File: config.mk
export PLATFORM = sky130hd
export DESIGN_NAME = gpio_debounce
export DESIGN_NICKNAME = d
export VERILOG_FILES = /design/src/rtl/gpio_debounce_pkg.sv /design/src/rtl/gpio_debounce_bit.sv /design/src/rtl/gpio_debounce.sv
export SDC_FILE = /design/constraint.sdc
export NUM_CORES = 1
export LEC_CHECK = 0
export ABC_AREA = 1
export CAP_MARGIN = 20
export CORE_MARGIN = 1.5
export CORE_UTILIZATION = 40
export CTS_CLUSTER_DIAMETER = 120
export DETAILED_ROUTE_END_ITERATION = 10
export GPL_TIMING_DRIVEN = 1
export PLACE_DENSITY = 0.67
export SLEW_MARGIN = 0
export SYNTH_ARGS = -nofsm -noshare
export SYNTH_HDL_FRONTEND = slang
export SYNTH_SLANG_ARGS = --single-unit
File: constraint.sdc
create_clock -name clk -period 1.5 [get_ports clk]
set_input_delay 0.225 -clock clk [delete_from_list [all_inputs] [get_ports clk]]
set_output_delay 0.225 -clock clk [all_outputs]
set_load 0.005 [all_outputs]
File: src/rtl/gpio_debounce_pkg.sv
// gpio_debounce_pkg
//   Shared constants for the GPIO input conditioning slice: default widths
//   and the minimum synchronizer depth accepted by gpio_debounce.
package gpio_debounce_pkg;

    localparam int unsigned GW_DEF  = 32;  // GPIO width, matches the controller
    localparam int unsigned CDC_DEF = 2;   // synchronizer depth
    localparam int unsigned CDC_MIN = 2;   // shallowest chain that still resolves metastability
    localparam int unsigned CW_DEF  = 8;   // debounce counter / threshold width

endpackage : gpio_debounce_pkg

File: src/rtl/gpio_debounce_bit.sv
// gpio_debounce_bit
//   One GPIO bit: CDC-deep synchronizer, stability counter, debounced level
//   and one-cycle rise/fall pulses.
// Ports:
//   clk     system clock
//   rst     asynchronous active-low reset
//   pin     asynchronous pad input
//   thr     debounce threshold (N requires N+1 consecutive differing samples)
//   lvl     debounced level
//   rise    registered 0->1 pulse
//   fall    registered 1->0 pulse
//   rise_n  value rise takes on the next edge (feeds the event register)
//   fall_n  value fall takes on the next edge (feeds the event register)
module gpio_debounce_bit
    import gpio_debounce_pkg::*;
#(
    parameter int unsigned CDC = CDC_DEF,
    parameter int unsigned CW  = CW_DEF
) (
    input  logic          clk,
    input  logic          rst,
    input  logic          pin,
    input  logic [CW-1:0] thr,
    output logic          lvl,
    output logic          rise,
    output logic          fall,
    output logic          rise_n,
    output logic          fall_n
);

    logic [CDC-1:0] sync;
    logic           s;
    logic [CW-1:0]  c;
    logic [CW-1:0]  c_n;
    logic           lvl_n;

    assign s = sync[CDC-1];

    // '>=' lets a threshold lowered mid-count accept on the next differing
    // sample; c is capped at thr so it can never wrap.
    always_comb begin
        lvl_n  = lvl;
        c_n    = c;
        rise_n = 1'b0;
        fall_n = 1'b0;
        if (s == lvl) begin
            c_n = '0;
        end else if (c >= thr) begin
            lvl_n  = s;
            c_n    = '0;
            rise_n = s;
            fall_n = ~s;
        end else begin
            c_n = c + CW'(1);
        end
    end

    always_ff @(posedge clk or negedge rst) begin
        if (!rst) begin
            sync <= '0;
            lvl  <= 1'b0;
            c    <= '0;
            rise <= 1'b0;
            fall <= 1'b0;
        end else begin
            sync <= {sync[CDC-2:0], pin};
            lvl  <= lvl_n;
            c    <= c_n;
            rise <= rise_n;
            fall <= fall_n;
        end
    end

endmodule : gpio_debounce_bit

File: src/rtl/gpio_debounce.sv
// gpio_debounce
//   Input conditioning in front of the TCB GPIO controller: per-bit
//   synchronize + debounce, rise/fall pulses, sticky maskable edge events
//   and a registered OR-reduced interrupt.
// Ports:
//   clk      system clock
//   rst      asynchronous active-low reset
//   pin_i    asynchronous pad inputs
//   cfg_thr  debounce threshold shared by all bits
//   cfg_rie  per-bit rising-edge event enable
//   cfg_fie  per-bit falling-edge event enable
//   evt_clr  write-one-to-clear for evt
//   gpio_i   debounced levels to the controller
//   rise     one-cycle 0->1 pulses
//   fall     one-cycle 1->0 pulses
//   evt      sticky edge events
//   irq      |evt, registered
module gpio_debounce
    import gpio_debounce_pkg::*;
#(
    parameter int unsigned GW  = GW_DEF,
    parameter int unsigned CDC = CDC_DEF,
    parameter int unsigned CW  = CW_DEF
) (
    input  logic          clk,
    input  logic          rst,
    input  logic [GW-1:0] pin_i,
    input  logic [CW-1:0] cfg_thr,
    input  logic [GW-1:0] cfg_rie,
    input  logic [GW-1:0] cfg_fie,
    input  logic [GW-1:0] evt_clr,
    output logic [GW-1:0] gpio_i,
    output logic [GW-1:0] rise,
    output logic [GW-1:0] fall,
    output logic [GW-1:0] evt,
    output logic          irq
);

    if (CDC < CDC_MIN) begin : g_cdc_check
        $error("gpio_debounce: CDC must be at least %0d", CDC_MIN);
    end

    logic [GW-1:0] rise_n;
    logic [GW-1:0] fall_n;

    for (genvar i = 0; i < GW; i++) begin : g_bit
        gpio_debounce_bit #(
            .CDC (CDC),
            .CW  (CW)
        ) u_bit (
            .clk    (clk),
            .rst    (rst),
            .pin    (pin_i[i]),
            .thr    (cfg_thr),
            .lvl    (gpio_i[i]),
            .rise   (rise[i]),
            .fall   (fall[i]),
            .rise_n (rise_n[i]),
            .fall_n (fall_n[i])
        );
    end

    // Clear is applied before the new edges are OR-ed in, so a set on the
    // same edge as a clear survives.
    always_ff @(posedge clk or negedge rst) begin
        if (!rst) begin
            evt <= '0;
            irq <= 1'b0;
        end else begin
            evt <= (evt & ~evt_clr) | (rise_n & cfg_rie) | (fall_n & cfg_fie);
            irq <= |evt;
        end
    end

endmodule : gpio_debounce

==> impl_results.md <==
- Synth Area in Compound Gates: 3.999%
- Avg Vias per Cell: 4.717
- Top-count cell post-synth: nand2_1
- Drt total wl: 70.85 mm
- CTS Buf Count: 52
- Final WS setup: -0.08901 ns
- R2R Path Start: g_bit[16].u_bit.c[2]$_DFF_PN0_
- Req. time, crit path: 2.02 ns
- Crit path max-delay family: buffers and inverters
- HP Start: pin_i[1]
- Post-Synth Adder-Cell Area: 13.81%
- CP max stage delay: 0.32 ns
- Final hold slack: 0.05949 ns
- FFs w/ async S/R, synth: 100.0%
- Max clock buf depth: 3
- Avg Inst Size Synth: 8.897 um2
- Placed inst area: 0.03139 mm2
- Worst flop-to-flop path endpoint: g_bit[16].u_bit.c[3]$_DFF_PN0_
- Mux contribution to synthesized area: 0%
- Clock power frac: 30.1%
- Post-synth EDFFs: 0
- Grt peak-use layer: met2
- Synth area leaders: dfrtp_1, ha_1, nand2_1, nor2_1, inv_1
- Cell accounting for the most synthesized area: dfrtp_1
- M3 GR Usage: 3.345%
- Setup TNS: -3.084 ns
- Largest net degree at the start of global routing: 62
- Mapped Area: 0.02610 mm2
- Met2 usage: 32.41%
- Worst rel slew slack: 71.46%
- Diode count: 0
- Max VDD drop: 0.8465 mV
- Largest family of logic cells by synthesized area: simple AND/OR/NAND/NOR gates
- Seq pwr share: 34.5%
- Final net count: 3988
- Average wire per standard cell: 15.90 um
- Congestion Overflow GR: 0
- Seq/Total Area, Yosys: 43.06%
- Reg2Reg Depth: 10
- Period utilization: 105.9%
- Post-Syn Instances: 2933
- Internal: 0.02806 W
- IO Pins: 267
- Final Setup Violations: 94
- Die area: 0.06678 mm2
- Met1 Usage GRT: 27.81%
- Switching fraction of total power: 34.45%
- Layout area overhead: 43.38%
- FMAX: 0.6293 GHz
- Detailed Routing Iterations Pass 1: 5
- Reg-to-reg slack, setup: -0.08 ns
- Row count: 93
- Initial antenna violation count: 3
- Synth warnings: 0
- 1st-iter DRT viols: 864
- Final min period: 1.589 ns
- Startpoint type of the worst setup path: primary input
- Die width: 258.4 um
- Vias in the first global route: 20100
- RSZ-0062 raised after global routing: yes
- Root Buffer: clkbuf_16
- Pwr Total: 0.04280 W
- Final slew viol count: 0
- Cell chain of the critical path: clkdlybuf4s15_2 > clkinvlp_4 > buf_6 > buf_16 > ha_1 > a21oi_1 > o21a_1 > nand2_4 > nor2_4 > inv_4 > nor2_2
- First-pass GRT wire length: 105.5 mm
- Primary FF master, synth: dfrtp_1
- Post-synthesis xor/xnor area fraction: 4.363%
- Synth Area in Simple Gates: 26.73%
- Hpwl dp: 44.28 mm
- Stages on the worst setup path: 11
- Post-route cell area: 0.03742 mm2
- Worst Hold Class: primary input to flip-flop
- Combinational share of power: 35.5%
- CP max FO: 6
- I/O Buffers: 266
- Post-route ant nets: 0
- Worst hold stages: 1
- Synth unique cells: 25
- Yosys reg bits: 449
- CTS tree: built
- Clk sinks: 449
- CP Data Arrival Time: 2.11 ns
- Crit path max-delay cell type: ha_1
- H-tree depth: 2
- Setup Skew: 0.01049 ns
- P_leak: 18.41 nW
- CTS clk-pin slew, worst paths: 0.06 ns
- Power Dens Cells: 1144 mW/mm2
- CP Class: primary input to flip-flop
- Starting Density: 40.48%
- Post-synth top area share: 43.06%
- Via Count: 21020
- Layout cells sized above 1: 36.90%
- Failing checks: negative setup slack
- Worst slew pin tran: 0.4266 ns
- Critical path endpoint category: flip-flop
- Reported net switching power: 0.01474 W
- Outcome: finished, violations left
- Clock latency on the worst-skew pair: 0.61 ns
- Fin. Hold Viols: 0
- Fillers: 5484
- Core footprint: 0.06446 mm2
- Residual DRC: 0
- Number of max-cap violations: 0
- Chip Height: 258.4 um
- Pre-CTS WS: -0.8270 ns
- End of the worst hold path: g_bit[1].u_bit.sync[0]$_DFF_PN0_
- CP bufs+invs: 5
- Top cells by instance count after synthesis: nand2_1, nor2_1, dfrtp_1
- GRT Util Overall: 20.05%
- Synthesized net count: 3359
- GP Congestion: 0.8069
==> per-stage QoR <==
step	instances	utilization (%)
finish	4457	58.04
global route	4457	58.04
CTS	4396	52.97
detailed placement	4226	48.70
global placement	4226	48.70
floorplan	2933	-
==> layout by cell type, fill, tap and decap left out, drive strengths merged, types with 47 or more instances in the layout <==
cell and instances:
buf 418, nand2 604, clkbuf 79, dfrtp 449, nand3 129, clkdlybuf4s15 47, inv 360, xnor2 64
clkdlybuf4s50 129, a21oi 64, ha 288, nor2 567, dlygate4sd2 71, xor2 66
==> state kept, by name, summed over array words and instances (netlist names) <==
signal,count
g_bit.u_bit.fall,32
g_bit.u_bit.sync,64
irq,1
g_bit.u_bit.lvl,32
g_bit.u_bit.c,256
evt,32
g_bit.u_bit.rise,32
==> cells by family (layout without fill, tap and decap cells) <==
| logic type | after synthesis | after routing |
|---|---|---|
| AO/OA/AOI/OAI | 167 | 167 |
| AND/OR/NAND/NOR | 1436 | 1436 |
| flip-flops | 449 | 449 |
| adder cells (fa/ha/maj) | 288 | 288 |
| buffers and inverters | 463 | 1132 |
| XOR/XNOR | 130 | 130 |
==> layer usage <==
layer	wire length, um	vias to the layer above
li1	-	10520
met1	32680	10010
met2	33530	405
met3	3219	87
met4	1412	2
met5	11	-
==> worst max path at each step <==
stage                              startpoint                             end  slack, ns
2_1_floorplan                      cfg_thr[3]  g_bit[31].u_bit.c[5]$_DFF_PN0_      -0.28
3_3_place_gp                       cfg_thr[2]  g_bit[12].u_bit.c[5]$_DFF_PN0_      -0.78
3_5_place_dp                       cfg_thr[2]  g_bit[10].u_bit.fall$_DFF_PN0_      -0.83
4_1_cts                     evt[29]$_DFF_PN0_                         evt[29]      -0.06
5_1_grt        g_bit[16].u_bit.c[2]$_DFF_PN0_  g_bit[16].u_bit.c[3]$_DFF_PN0_      -0.19
6_report                           cfg_thr[5]  g_bit[20].u_bit.c[6]$_DFF_PN0_      -0.09
==> timing repair <==
item	CTS	global route
hold buffers	1	0
endpoints found under the setup margin	505	398
gates resized for setup	323	558
hold endpoints to repair	449	0
pin swaps	34	147
setup buffers	66	63
cloned	10	0
==> layout make-up <==
type | count | area, um2 | share of cell area [%]
clock inverters | 18 | 178.9 | 0.4782
clock buffers | 76 | 1533 | 4.096
flip-flops and latches | 449 | 11250 | 30.06
inverters | 367 | 1518 | 4.056
repair buffers | 671 | 6098 | 16.30
well taps | 855 | 1070 | 2.859
multi-input cells | 2021 | 15770 | 42.15
==> power groups by stage <==
stage | clock, W | sequential [W] | combinational (W)
6_report | 0.0129 | 0.0147 | 0.0152
5_1_grt | 0.0137 | 0.0149 | 0.0169
4_1_cts | 0.0132 | 0.0146 | 0.0125
3_5_place_dp | 0 | 0.0149 | 0.0117
3_3_place_gp | 0 | 0.0149 | 0.0115
2_1_floorplan | 0 | 0.0148 | 0.00698
Note: power is estimated with default switching activity, not from simulation.
